==> src/rtl/obstacle_spawner_if.sv <==
// Obstacle bus between the spawner and the collision checker: position/lane forward, despawn back.
interface obstacle_spawner_if #(
    parameter int LWIDTH = 2,
    parameter int HWIDTH = 12,
    parameter int VWIDTH = 12
);
    logic [LWIDTH-1:0]        obst_lane;
    logic signed [HWIDTH-1:0] obst_hoffset;
    logic signed [VWIDTH-1:0] obst_voffset;
    logic                     obst_active;
    logic                     despawn;

    modport master (
        output obst_lane, obst_hoffset, obst_voffset, obst_active,
        input  despawn
    );

    modport slave (
        input  obst_lane, obst_hoffset, obst_voffset, obst_active,
        output despawn
    );
endinterface

==> src/rtl/obstacle_spawner.sv <==
// Single-obstacle spawner: LFSR lane/gap pick, tick-driven descent, dodge/hit counters; all outputs registered.
// Optional OBSTACLE_SPEEDUP_EN: step grows by 1 every SPEEDUP_EVERY dodges, capped at MAX_STEP.
module obstacle_spawner #(
    parameter int          HWIDTH      = 12,
    parameter int          VWIDTH      = 12,
    parameter int          LWIDTH      = 2,
    parameter int          NUM_LANES   = 3,
    parameter int          COUNT_WIDTH = 32,
    parameter int          TICK_DIV    = 833333,
    parameter int          SPAWN_V     = -240,
    parameter int          END_V       = 240,
    parameter int          STEP        = 4,
    parameter int          LANE_X0     = -160,
    parameter int          LANE_PITCH  = 160,
    parameter int          MIN_GAP     = 2,
    parameter logic [15:0] LFSR_SEED   = 16'hACE1
`ifdef OBSTACLE_SPEEDUP_EN
    ,
    parameter int          SPEEDUP_EVERY = 8,
    parameter int          MAX_STEP      = 16
`endif
) (
    input  logic                   clk,
    input  logic                   rst,
    input  logic                   enable,
    obstacle_spawner_if.master     bus,
    output logic [COUNT_WIDTH-1:0] dodged,
    output logic [COUNT_WIDTH-1:0] hits
);

    localparam int DIV_W = $clog2(TICK_DIV + 1);
    localparam int GAP_W = $clog2(MIN_GAP + 16);
    localparam logic [15:0]               LFSR_MASK = 16'hB400;
    localparam logic signed [VWIDTH:0]    STEP_X    = STEP[VWIDTH:0];
    localparam logic signed [VWIDTH:0]    END_X     = END_V[VWIDTH:0];
    localparam logic signed [VWIDTH-1:0]  SPAWN_X   = SPAWN_V[VWIDTH-1:0];

    typedef enum logic [1:0] {IDLE, WAIT, SPAWN, ACTIVE} state_t;

    state_t                   state;
    logic [15:0]              lfsr;
    logic [15:0]              lfsr_next;
    logic [DIV_W-1:0]         div;
    logic                     tick;
    logic [GAP_W-1:0]         gap;
    logic [GAP_W-1:0]         gap_load;
    logic [LWIDTH-1:0]        lane_raw;
    logic [LWIDTH-1:0]        lane_pick;
    logic signed [HWIDTH-1:0] hoff_pick;
    logic signed [VWIDTH:0]   v_next;
    logic signed [VWIDTH:0]   step_x;

`ifdef OBSTACLE_SPEEDUP_EN
    localparam int SPD_W = $clog2(SPEEDUP_EVERY + 1);
    localparam logic signed [VWIDTH:0] MAX_X = MAX_STEP[VWIDTH:0];
    logic signed [VWIDTH:0] step_q;
    logic [SPD_W-1:0]       spd_cnt;
    assign step_x = step_q;
`else
    assign step_x = STEP_X;
`endif

    always_comb begin
        lfsr_next = {1'b0, lfsr[15:1]} ^ (lfsr[0] ? LFSR_MASK : 16'h0000);
        tick      = enable && (div == DIV_W'(TICK_DIV - 1));
        gap_load  = GAP_W'(MIN_GAP) + GAP_W'(lfsr[3:0]);
        lane_raw  = lfsr[LWIDTH-1:0];
        // Out-of-range raw values fold back into the legal lane set.
        lane_pick = (int'(lane_raw) < NUM_LANES) ? lane_raw : lane_raw - LWIDTH'(NUM_LANES);
        hoff_pick = HWIDTH'(LANE_X0 + int'(lane_pick) * LANE_PITCH);
        // One extra bit so a step past the top of the range cannot wrap negative.
        v_next    = {bus.obst_voffset[VWIDTH-1], bus.obst_voffset} + step_x;
    end

    always_ff @(posedge clk) begin
        if (rst) begin
            state            <= IDLE;
            lfsr             <= LFSR_SEED;
            div              <= '0;
            gap              <= '0;
            bus.obst_lane    <= '0;
            bus.obst_hoffset <= HWIDTH'(LANE_X0);
            bus.obst_voffset <= SPAWN_X;
            bus.obst_active  <= 1'b0;
            dodged           <= '0;
            hits             <= '0;
`ifdef OBSTACLE_SPEEDUP_EN
            step_q           <= STEP_X;
            spd_cnt          <= '0;
`endif
        end else if (enable) begin
            lfsr <= lfsr_next;
            div  <= tick ? '0 : div + 1'b1;
            case (state)
                IDLE: begin
                    gap   <= gap_load;
                    state <= WAIT;
                end
                WAIT: begin
                    if (tick) begin
                        if (gap == '0) state <= SPAWN;
                        else           gap   <= gap - 1'b1;
                    end
                end
                SPAWN: begin
                    bus.obst_lane    <= lane_pick;
                    bus.obst_hoffset <= hoff_pick;
                    bus.obst_voffset <= SPAWN_X;
                    bus.obst_active  <= 1'b1;
                    state            <= ACTIVE;
                end
                ACTIVE: begin
                    // A hit takes priority over a pass on the same cycle.
                    if (bus.despawn) begin
                        hits             <= hits + 1'b1;
                        bus.obst_voffset <= SPAWN_X;
                        bus.obst_active  <= 1'b0;
                        gap              <= gap_load;
                        state            <= WAIT;
                    end else if (tick) begin
                        if (v_next >= END_X) begin
                            dodged           <= dodged + 1'b1;
                            bus.obst_voffset <= SPAWN_X;
                            bus.obst_active  <= 1'b0;
                            gap              <= gap_load;
                            state            <= WAIT;
`ifdef OBSTACLE_SPEEDUP_EN
                            if (spd_cnt == SPD_W'(SPEEDUP_EVERY - 1)) begin
                                spd_cnt <= '0;
                                if (step_q < MAX_X) step_q <= step_q + 1'b1;
                            end else begin
                                spd_cnt <= spd_cnt + 1'b1;
                            end
`endif
                        end else begin
                            bus.obst_voffset <= v_next[VWIDTH-1:0];
                        end
                    end
                end
                default: state <= IDLE;
            endcase
        end
    end

endmodule

==> src/flat_wrapper.sv <==
// flat-port wrapper written by rule: the top's interface ports become plain ports
module obstacle_spawner_flat 
#(
    parameter int          HWIDTH      = 12,
    parameter int          VWIDTH      = 12,
    parameter int          LWIDTH      = 2,
    parameter int          NUM_LANES   = 3,
    parameter int          COUNT_WIDTH = 32,
    parameter int          TICK_DIV    = 833333,
    parameter int          SPAWN_V     = -240,
    parameter int          END_V       = 240,
    parameter int          STEP        = 4,
    parameter int          LANE_X0     = -160,
    parameter int          LANE_PITCH  = 160,
    parameter int          MIN_GAP     = 2,
    parameter logic [15:0] LFSR_SEED   = 16'hACE1

)
  (clk, rst, enable, dodged, hits, bus_obst_lane, bus_obst_hoffset, bus_obst_voffset, bus_obst_active, bus_despawn);
  obstacle_spawner_if #(.LWIDTH(LWIDTH), .HWIDTH(HWIDTH), .VWIDTH(VWIDTH)) bus_i ();
  input  logic clk;
  input  logic rst;
  input  logic enable;
  output logic [COUNT_WIDTH-1:0] dodged;
  output logic [COUNT_WIDTH-1:0] hits;
  output wire logic [$bits(bus_i.obst_lane)-1:0] bus_obst_lane;
  output wire logic [$bits(bus_i.obst_hoffset)-1:0] bus_obst_hoffset;
  output wire logic [$bits(bus_i.obst_voffset)-1:0] bus_obst_voffset;
  output wire logic [$bits(bus_i.obst_active)-1:0] bus_obst_active;
  input wire logic [$bits(bus_i.despawn)-1:0] bus_despawn;
  assign bus_obst_lane = bus_i.obst_lane;
  assign bus_obst_hoffset = bus_i.obst_hoffset;
  assign bus_obst_voffset = bus_i.obst_voffset;
  assign bus_obst_active = bus_i.obst_active;
  assign bus_i.despawn = bus_despawn;
  obstacle_spawner #(.HWIDTH(HWIDTH), .VWIDTH(VWIDTH), .LWIDTH(LWIDTH), .NUM_LANES(NUM_LANES), .COUNT_WIDTH(COUNT_WIDTH), .TICK_DIV(TICK_DIV), .SPAWN_V(SPAWN_V), .END_V(END_V), .STEP(STEP), .LANE_X0(LANE_X0), .LANE_PITCH(LANE_PITCH), .MIN_GAP(MIN_GAP), .LFSR_SEED(LFSR_SEED)) u_core (.clk(clk), .rst(rst), .enable(enable), .bus(bus_i), .dodged(dodged), .hits(hits));
endmodule
==> config.mk <==
export PLATFORM = sky130hd
export DESIGN_NAME = obstacle_spawner_flat
export DESIGN_NICKNAME = d
export VERILOG_FILES = /design/src/rtl/obstacle_spawner_if.sv /design/src/rtl/obstacle_spawner.sv /design/src/flat_wrapper.sv
export SDC_FILE = /design/constraint.sdc
export NUM_CORES = 1
export LEC_CHECK = 0
export CAP_MARGIN = 15
export CORE_MARGIN = 5
export CORE_UTILIZATION = 35
export CTS_BUF_LIST = sky130_fd_sc_hd__clkbuf_4 sky130_fd_sc_hd__clkbuf_8
export CTS_CLUSTER_DIAMETER = 30
export DETAILED_ROUTE_END_ITERATION = 16
export PLACE_DENSITY = 0.58
export REMOVE_ABC_BUFFERS = 1
export SYNTH_ARGS = -nofsm -noshare
export SYNTH_HDL_FRONTEND = slang
export SYNTH_SLANG_ARGS = --single-unit
==> constraint.sdc <==
create_clock -name clk -period 2.6 [get_ports clk]
set_clock_uncertainty 0.15 [all_clocks]
set_input_delay 0.39 -clock clk [delete_from_list [all_inputs] [get_ports clk]]
set_output_delay 0.39 -clock clk [all_outputs]
set_load 0.03 [all_outputs]
# Word level (Yosys, flattened, before mapping)
# Cells that the tools add are included.
# totals
register_bits,134
input_bits,4
out_inout_bits,91
word_cells,67
# op_classes
multipliers,1
magnitude_cmp,2
n_eq_ne,9
mux,23
n_reduce_logical,12
n_addsub,8
bitwise_logic,2
# op_table
op,count
32-bit by 1-bit adder with 32-bit output (second input constant),2
12-bit two-way mux,3
5-bit two-way mux,5
12-bit one-hot mux with 2 select lines,1
20-bit by 1-bit adder with 20-bit output (second input constant),1
20-bit equality test (second input constant),1
20-bit two-way mux,1
16-bit two-way mux,1
15-bit by 16-bit XOR with 16-bit output,1
5-bit one-hot mux with 3 select lines,1
12-bit by 4-bit adder with 13-bit output (second input constant),1
13-bit by 9-bit greater-or-equal comparator with 1-bit output (second input constant),1
9-bit by 12-bit adder with 12-bit output (first input constant),1
2-bit two-way mux,6
5-bit AND reduction,2
2-bit one-hot mux with 4 select lines,1
3-bit by 2-bit != test with 1-bit output (second input constant),2
3-bit AND reduction,2
6-bit AND reduction,1
2-bit by 4-bit adder with 5-bit output (first input constant),1
5-bit logical NOT,1
2-bit by 3-bit multiplier with 5-bit output (second input constant),1
5-bit by 1-bit subtractor with 5-bit output (second input constant),1
2-bit equality test (second input constant),2
other kinds (14),17

# Logic depth before layout (Yosys ltp)
# Gate-level depths: netlist of run 1.
# depth
depth_word,6
mapped_depth,10
mapped_depth_nobuf,8

# Worst setup path after synthesis of run 1
# Ideal clock, no wire load.
# synth_path
kind,flip-flop to flip-flop
start,register u_core.bus.obst_voffset[2]
end,register u_core.dodged[27]
setup_time_ps,70
t_arrival_ps,2520
required_time_ps,2380
stages_incl_launch_ff,9
path_slack_ps,-141
synth_period_minus_slack_ps,2741
n_path_buf,1
cell_sequence,dfxtp_1 ha_1 nand3_1 o21ai_0 a22o_1 o2111ai_1 clkbuf_1 or3_2 a21oi_1
# synth_between
elab_chain_cells,3
# synth_lines
element,line,text
"start, declared",obstacle_spawner_if.sv:14,"output obst_lane, obst_hoffset, obst_voffset, obst_active,"
"start signal, assigned",obstacle_spawner.sv:136,bus.obst_voffset <= v_next[VWIDTH-1:0];
12-bit by 4-bit adder with 13-bit output,obstacle_spawner.sv:72,"v_next = {bus.obst_voffset[VWIDTH-1], bus.obst_voffset} + step_x;"
13-bit by 9-bit greater-or-equal comparator with 1-bit output,obstacle_spawner.sv:121,if (v_next >= END_X) begin
5-bit AND reduction (no line),n/a,
"end signal, assigned",obstacle_spawner.sv:122,dodged <= dodged + 1'b1;
"end, declared",obstacle_spawner.sv:27,"output logic [COUNT_WIDTH-1:0] dodged,"
# Every way passes these cells.
# A chain may end at the register's enable or synchronous reset.

# Worst setup path after layout of run 1
# layout_path
start,register u_core.dodged[16]
end,register u_core.dodged[31]
# layout_between
elab_chain_cells,1
# layout_lines
element,line
32-bit by 1-bit adder with 32-bit output,obstacle_spawner.sv:122
# Every way passes these cells.

==> results.cfg, run 1 <==
[synthesis]
synth_area_sq_um = 6070
ys_seq_elements = 122
synth_common_cells = dfxtp_1, nor2_1, nand2_1
synth_cell_types = 65
synth_top_cell_by_area = dfxtp_1
syn_inst = 717
ys_top_cells_by_area = dfxtp_1, nor2_1, xor2_1
avgSynthCellArea_sq_um = 8.47
yosysSeqAreaShare = 0.402
synth_edf_count = 0
ys.flop_type = dfxtp_1
post-synth-top-count-cell = dfxtp_1
synthArstFlopShare = 0
synthDominantCellAreaShare = 0.402
yosys_warnings = 0

[route]
antenna_left = 0
vias = 5565
wl_per_cell_um = 13.5
via_per_inst = 5.07
wl_um = 14900
drc_errors = 0
drt-pass1-iter-count = 4
drtIter0Drc = 224

[setup_path]
path_max_fanout = 6
worstPathRequired_ps = 2830
critPathArrivalTime_ps = 2700
reg2reg_from = u_core.dodged[16]
worstSetupPathType = register to register
critPathLaunchType = register
crit_buf_inv = 0
critical_path.top_delay_family = simple AND/OR/NAND/NOR gates
cp_slowest_stage_delay_ps = 590
crit_start = u_core.dodged[16]
reg2reg_slack_ps = 130
endpoint_kind = register
critical_path_depth = 6
timing.rr.end = u_core.dodged[31]
cp-endpoint = u_core.dodged[31]
r2r_cells = 6
path_cells = nand3_1 -> or2_0 -> or4_4 -> or2_4 -> or4_1 -> a21oi_1
cp_slowest_cell = or4_4

[global_route]
first_global_vias = 4994
grt_pass1_wl_um = 24800
grt_usage = 0.150
grt-ovfl-total = 0
antenna_found_initial = 0
grt_start_max_net_pins = 39

[timing]
min_period_over_period = 0.951
fmax_ghz = 0.404
hold_viol = 0
fin_crit_ps = 2470
setup_viol_count_final = 0
rsz0062_at_grt = false
drv_slew = 0

[clock_tree]
path_clk_slew_ps = 80
clk_latency_ps = 440
cts_tree = built
htreeDepth = 4
ctsHoldBuffers = 0
clockBufferDepth = 2
cts_root_buffer = clkbuf_8
cts_sinks = 122
cts_buffers = 17

[placement]
numPortBuffers = 87
place.gp.congestion = 0.807
dp_cells = 1064
dpl.hpwl_um = 10900
place_area_sq_um = 7570

[floorplan]
chipHeight_um = 142
die_area_sq_um = 20100
die_w_um = 142
start_util = 0.354
io_pins = 95
num_rows = 48
core_area_sq_um = 17200

[final_layout]
num-nets-final = 879
post-route-util = 0.470
syn_to_final_growth_pct = 32.8
num_antenna_cells = 0
finalNonFillerCells = 1098
drive_above_1_share = 0.156
final_area_sq_um = 8070
n_fill_cell = 1742

[hold_path]
hold_class = primary input to register

[run_status]
status = completed

[power]
ir_worst_vdd_v = 0.000324
power_mw = 4.16
power.density_nw_per_um2 = 515
p_leak_nw = 2.95

[job]
max_cap_violations = 0
worst min-delay path by stage:
stage,start,to,depth (start not counted)
6_report,rst,u_core.dodged[16],2
5_1_grt,rst,u_core.dodged[12],2
4_1_cts,rst,u_core.dodged[12],2
3_5_place_dp,u_core.bus.obst_lane[0],u_core.bus.obst_lane[0],2
3_3_place_gp,u_core.bus.obst_lane[0],u_core.bus.obst_lane[0],2
2_1_floorplan,u_core.lfsr[15],u_core.lfsr[15],2
stage by stage:
step / hold WS (ps) / TNS [ps] / setup slack (ps)
global route: 192 / 0 / 2.43
global placement: 303 / -12350 / -394
finish: 194 / 0 / 126
CTS: 156 / 0 / 48.3
detailed placement: 306 / -13890 / -432
floorplan: 291 / -11240 / -497
layout by cell type, fill, tap and decap left out, types with 4 or more instances in the layout:
master,count
a21oi_1,40
and2_1,5
and3_1,19
and4_1,9
buf_4,77
bufinv_16,4
clkbuf_8,18
clkdlybuf4s50_1,85
clkinv_2,4
conb_1,7
dfxtp_1,120
ha_1,15
inv_1,17
inv_6,4
mux2i_1,16
nand2_1,68
nand3_1,32
nand4_1,33
nor2_1,81
nor2b_1,4
nor3_1,11
nor4_1,5
o2111ai_1,4
o211ai_1,9
o21a_1,4
o21ai_0,26
o31ai_1,11
or2_2,4
or3_1,16
or4_1,14
xnor2_1,20
xor2_1,34
per-layer routing:
| layer | GRT usage | wire length, um | up-vias |
|---|---|---|---|
| met2 | 0.239 | 6870 | 89 |
| li1 | - | - | 2845 |
| met5 | 0 | 0 | - |
| met4 | 0.0485 | 219 | 0 |
| met1 | 0.198 | 7110 | 2613 |
| met3 | 0.0398 | 653 | 18 |
cell families after synthesis:
| family | after synthesis | share of synthesized area |
|---|---|---|
| buffers and inverters | 64 | 0.0527 |
| adders and majority gates | 15 | 0.0309 |
| muxes | 18 | 0.0301 |
| xor gates and xnor gates | 54 | 0.0779 |
| other | 1 | 0.000617 |
| AOI/OAI and AO/OA | 117 | 0.123 |
| DFF | 122 | 0.402 |
| and+or+nand+nor | 326 | 0.283 |
layout make-up:
type                    instances  area [sq um]  area share
repair buffers                165          1470       0.183
inverters                      17          63.8     0.00791
flip-flops and latches        122          2440       0.303
clock inverters                14           191      0.0237
well taps                     225           282      0.0349
multi-input cells             537          3360       0.417
clock buffers                  18           248      0.0307
power breakdown:
group	switching (mW)	internal [mW]	leakage, nW
sequential	0.0330	1.91	0.988
combinational	0.202	0.136	1.74
clock	0.802	1.08	0.224
timing repair:
item	in CTS	in global routing
setup buffers	0	2
pin swaps	0	2
setup endpoints to repair	2	26
resized for setup	1	11
gates cloned	0	0
flip-flops by register name (all words and copies together), names as in the netlist:
register and cells:
u_core.lfsr 16, u_core.bus.obst_voffset 10, u_core.bus.obst_active 1, u_core.bus.obst_lane 1, u_core.div 20, u_core.dodged 32, u_core.gap 5, u_core.bus.obst_hoffset 3
u_core.state 2, u_core.hits 32
worst reg2reg max path, cell delays in order (launching register included):
cell and delay (ps):
dfxtp_1 390, nand3_1 110, or2_0 300, or4_4 590, or2_4 280, or4_1 470
a21oi_1 140
Power figures use the tool's default switching activity.
==> inputs of run 2 (changes only) <==
Settings changed: GPL_TIMING_DRIVEN from default to 0.
==> results.cfg, run 2 (synthesis results as in run 1) <==
[power]
ir_worst_vdd_v = 0.000330
p_leak_nw = 2.71
power.density_nw_per_um2 = 540

[global_route]
grt_pass1_wl_um = 24000
grt_start_max_net_pins = 81
first_global_vias = 4752
antenna_found_initial = 0
grt_usage = 0.144
grt-ovfl-total = 0

[final_layout]
layout_commonest_cell = dfxtp_1
n_fill_cell = 1722
layout_common_cells = dfxtp_1, clkdlybuf4s50_1, nor2_1
num_antenna_cells = 0
num-nets-final = 818
finalNonFillerCells = 1037
drive_above_1_share = 0.121
reg_top3 = u_core.dodged (32), u_core.hits (32), u_core.div (20)
syn_to_final_growth_pct = 28.2

[clock_tree]
cts_root_buffer = clkbuf_8
htreeDepth = 4
cts_buffers = 17
cts_sinks = 122
clk_latency_ps = 440
clockBufferDepth = 2
cts_tree = built
path_clk_slew_ps = 80
ctsHoldBuffers = 0

[timing]
fin_crit_ps = 2510
hold_viol = 0
drv_slew = 0
min_period_over_period = 0.966
holdWs_ps = 149
setup_viol_count_final = 0
tightest_slew_ps = 799
fmax_ghz = 0.398
max_slew_margin = 0.467
rsz0062_at_grt = true

[route]
drt-pass1-iter-count = 4
drc_errors = 0
wl_um = 14400
drtIter0Drc = 227
via_per_inst = 5.09
wl_per_cell_um = 13.9
vias = 5280
antenna_left = 0

[floorplan]
start_util = 0.354
die_area_sq_um = 20100
chipHeight_um = 142
core_area_sq_um = 17200
io_pins = 95
die_w_um = 142
num_rows = 48

[job]
max_cap_violations = 0

[placement]
place.gp.congestion = 0.805
numPortBuffers = 87
dp_cells = 993
dpl.hpwl_um = 9820

[hold_path]
hold_class = primary input to register

[setup_path]
worstPathRequired_ps = 2820
endpoint_kind = register
worstSetupPathType = register to register
path_max_fanout = 17
critPathArrivalTime_ps = 2730
critPathLaunchType = register

[run_status]
status = completed
-- run 2: metal layers --
layer,wire length (um),GRT usage,up-vias
met5,0,0,-
met4,280,0.0606,0
met3,691,0.0371,20
met2,6520,0.219,107
met1,6940,0.194,2435
li1,-,-,2718
-- run 2: power breakdown --
| part | internal (mW) | switching [mW] | total, mW |
|---|---|---|---|
| logic | 0.121 | 0.196 | 0.317 |
| clock network | 1.14 | 0.803 | 1.95 |
| registers | 1.91 | 0.0352 | 1.94 |
| total | 3.17 | 1.03 | 4.20 |
-- run 2: what timing repair did --
item / CTS / global route
setup endpoints to repair: 58 / 32
buffers inserted: 5 / 7
hold endpoints to repair: 0 / 0
gates resized for setup: 26 / 21
gates cloned: 0 / 0
pin swaps: 3 / 5
-- run 2: worst paths after layout --
check	startpoint	slack [ps]	depth (start not counted)	endpoint
worst max-delay path	u_core.div[0]	90	10	u_core.dodged[28]
worst min-delay path	rst	150	2	u_core.hits[8]
worst max register to register	u_core.div[0]	90	10	u_core.dodged[28]
worst min register to register	u_core.bus.obst_lane[0]	310	2	u_core.bus.obst_lane[0]
-- run 2: per-stage QoR --
stage	instance area, sq um	util	setup WS [ps]	setup TNS [ps]	power, mW
floorplan	5840	-	-497	-11240	2.19
CTS	7670	0.447	0.0435	0	4.28
global route	7790	0.453	-48.2	-112	4.40
global placement	6990	0.407	-3980	-278540	2.30
detailed placement	7080	0.412	-1200	-57170	2.30
finish	7790	0.453	87.8	0	4.20
-- run 2: area by class of cell --
type	instances	area, sq um	area share
repair buffers	104	1040	0.134
well taps	225	282	0.0362
clock inverters	15	224	0.0288
inverters	17	63.8	0.00820
clock buffers	17	234	0.0300
multi-input cells	537	3480	0.447
flip-flops and latches	122	2460	0.316
-- run 2: critical path, cell delays in order, from the launching register on --
cell     delay (ps)
dfxtp_2         350
inv_1            60
ha_1            130
and3b_1         180
nand4_1          90
buf_4           180
nor4b_4         330
o21ai_4         120
buf_6           170
or4_2           540
a21oi_1         150
==> inputs of run 3 (changes only) <==
Settings changed: CORE_MARGIN 5 to default.
==> results.cfg, run 3 (synthesis results as in run 1) <==
[run_status]
status = completed

[final_layout]
syn_to_final_growth_pct = 28.5
seqCellArea_sq_um = 2470
multiInputGateArea_sq_um = 3490
n_fill_cell = 1616
num-nets-final = 822
post-route-util = 0.466
layout_commonest_cell = dfxtp_1
layout_common_cells = dfxtp_1, clkdlybuf4s50_1, nor2_1
reg_top3 = u_core.dodged (32), u_core.hits (32), u_core.div (20)
final_area_sq_um = 7800
drive_above_1_share = 0.131
num_antenna_cells = 0

[power]
p_sw_mw = 1.04
p_sw_frac = 0.252
pwr-share-seq = 0.468
power.density_nw_per_um2 = 531
p_comb_frac = 0.077
ir_worst_vdd_v = 0.000345
p_leak_nw = 2.70
p_int_mw = 3.10
clkPwrFrac = 0.455
power_mw = 4.14

[timing]
fmax_ghz = 0.396
max_slew_margin = 0.483
min_period_over_period = 0.971
hold_viol = 0
drv_slew = 0
tns_ps = 0
rsz0062_at_grt = true
fin_crit_ps = 2530
setup_viol_count_final = 0
tightest_slew_ps = 774

[setup_path]
critical_path.top_delay_family = simple AND/OR/NAND/NOR gates
worstSetupPathType = register to register
path_max_fanout = 6
endpoint_kind = register
worstPathRequired_ps = 2810
cp_slowest_cell = or4_4
critPathArrivalTime_ps = 2740
critPathLaunchType = register
cp_slowest_stage_delay_ps = 580
crit_buf_inv = 0
path_cells = nand3_1 -> or2_1 -> or4_4 -> or2_4 -> or4_1 -> a21oi_1
r2r_cells = 6
critical_path_depth = 6

[global_route]
antenna_found_initial = 0
grt_pass1_wl_um = 24400
first_global_vias = 5074
grt_usage = 0.170
grt_start_max_net_pins = 77
grt-ovfl-total = 0

[clock_tree]
cts_sinks = 122
cts_tree = built
cts_root_buffer = clkbuf_8
htreeDepth = 4
cts_buffers = 17
clk_latency_ps = 450
clockBufferDepth = 2
path_clk_slew_ps = 80

[route]
wl_per_cell_um = 14.6
drc_errors = 0
antenna_left = 0
drt-pass1-iter-count = 4
drtIter0Drc = 260
vias = 5466
wl_um = 15100
via_per_inst = 5.28

[job]
max_cap_violations = 0

[placement]
place.gp.congestion = 0.871
place_area_sq_um = 7070
dpl.hpwl_um = 10300
numPortBuffers = 87

[hold_path]
whs_path_depth = 2
hold_class = primary input to register

[floorplan]
io_pins = 95
num_rows = 47
core_area_sq_um = 16800
die_w_um = 134
start_util = 0.362
chipHeight_um = 134
die_area_sq_um = 17900
## run 3: changes by cell type in the layout (fill, tap and decap cells not counted), sizes merged, moves of 2 or more
cell	change
clkinv	-3
buf	+2
clkinvlp	+2
o21ai	+2
## run 3: cell type report
cell class                      count  area share
Clock buffer                       18      0.0318
Multi-Input combinational cell    539       0.448
Timing Repair Buffer              106       0.136
Tap cell                          220      0.0353
Clock inverter                     14      0.0250
Inverter                           17     0.00818
Sequential cell                   122       0.317
## run 3: per-stage QoR
stage	std cells	setup slack [ps]	hold WS (ps)
4_1_cts	1025	0.241	129
6_report	1036	74.1	155
3_3_place_gp	983	-3690	296
2_1_floorplan	676	-497	291
3_5_place_dp	987	-1170	303
5_1_grt	1036	-33.8	144
## run 3: what timing repair did
action	CTS	global route
setup buffers	6	9
hold buffers	0	0
endpoints found under the hold margin	0	0
endpoints found under the setup margin	77	33
gates cloned	0	2
pin swaps	3	8
gates resized for setup	28	28
## run 3: worst paths after layout
kind / from / to / slack [ps]
min reg2reg: u_core.bus.obst_lane[0] / u_core.bus.obst_lane[0] / 310
max: u_core.dodged[14] / u_core.dodged[31] / 70
min: rst / u_core.hits[30] / 160
max reg2reg: u_core.dodged[14] / u_core.dodged[31] / 70
## run 3: power groups by stage
stage,logic [mW],clock network (mW),registers (mW)
after floorplan,0.193,0,1.99
after global placement,0.302,0,1.98
after detailed placement,0.316,0,1.99
after CTS,0.318,1.94,1.94
after global routing,0.352,2.03,1.95
final,0.319,1.88,1.94
## run 3: metal layers
| layer | vias up | track usage | share of wire |
|---|---|---|---|
| met4 | 0 | 0.0593 | 0.014 |
| met1 | 2611 | 0.204 | 0.44 |
| met2 | 108 | 0.290 | 0.50 |
| met3 | 15 | 0.0445 | 0.040 |
| li1 | 2732 | - | - |
| met5 | - | 0 | 0 |
## run 3: worst reg2reg max path: stages, from the launching register on
cell,delay (ps)
dfxtp_4,370
nand3_1,120
or2_1,290
or4_4,580
or2_4,290
or4_1,480
a21oi_1,170
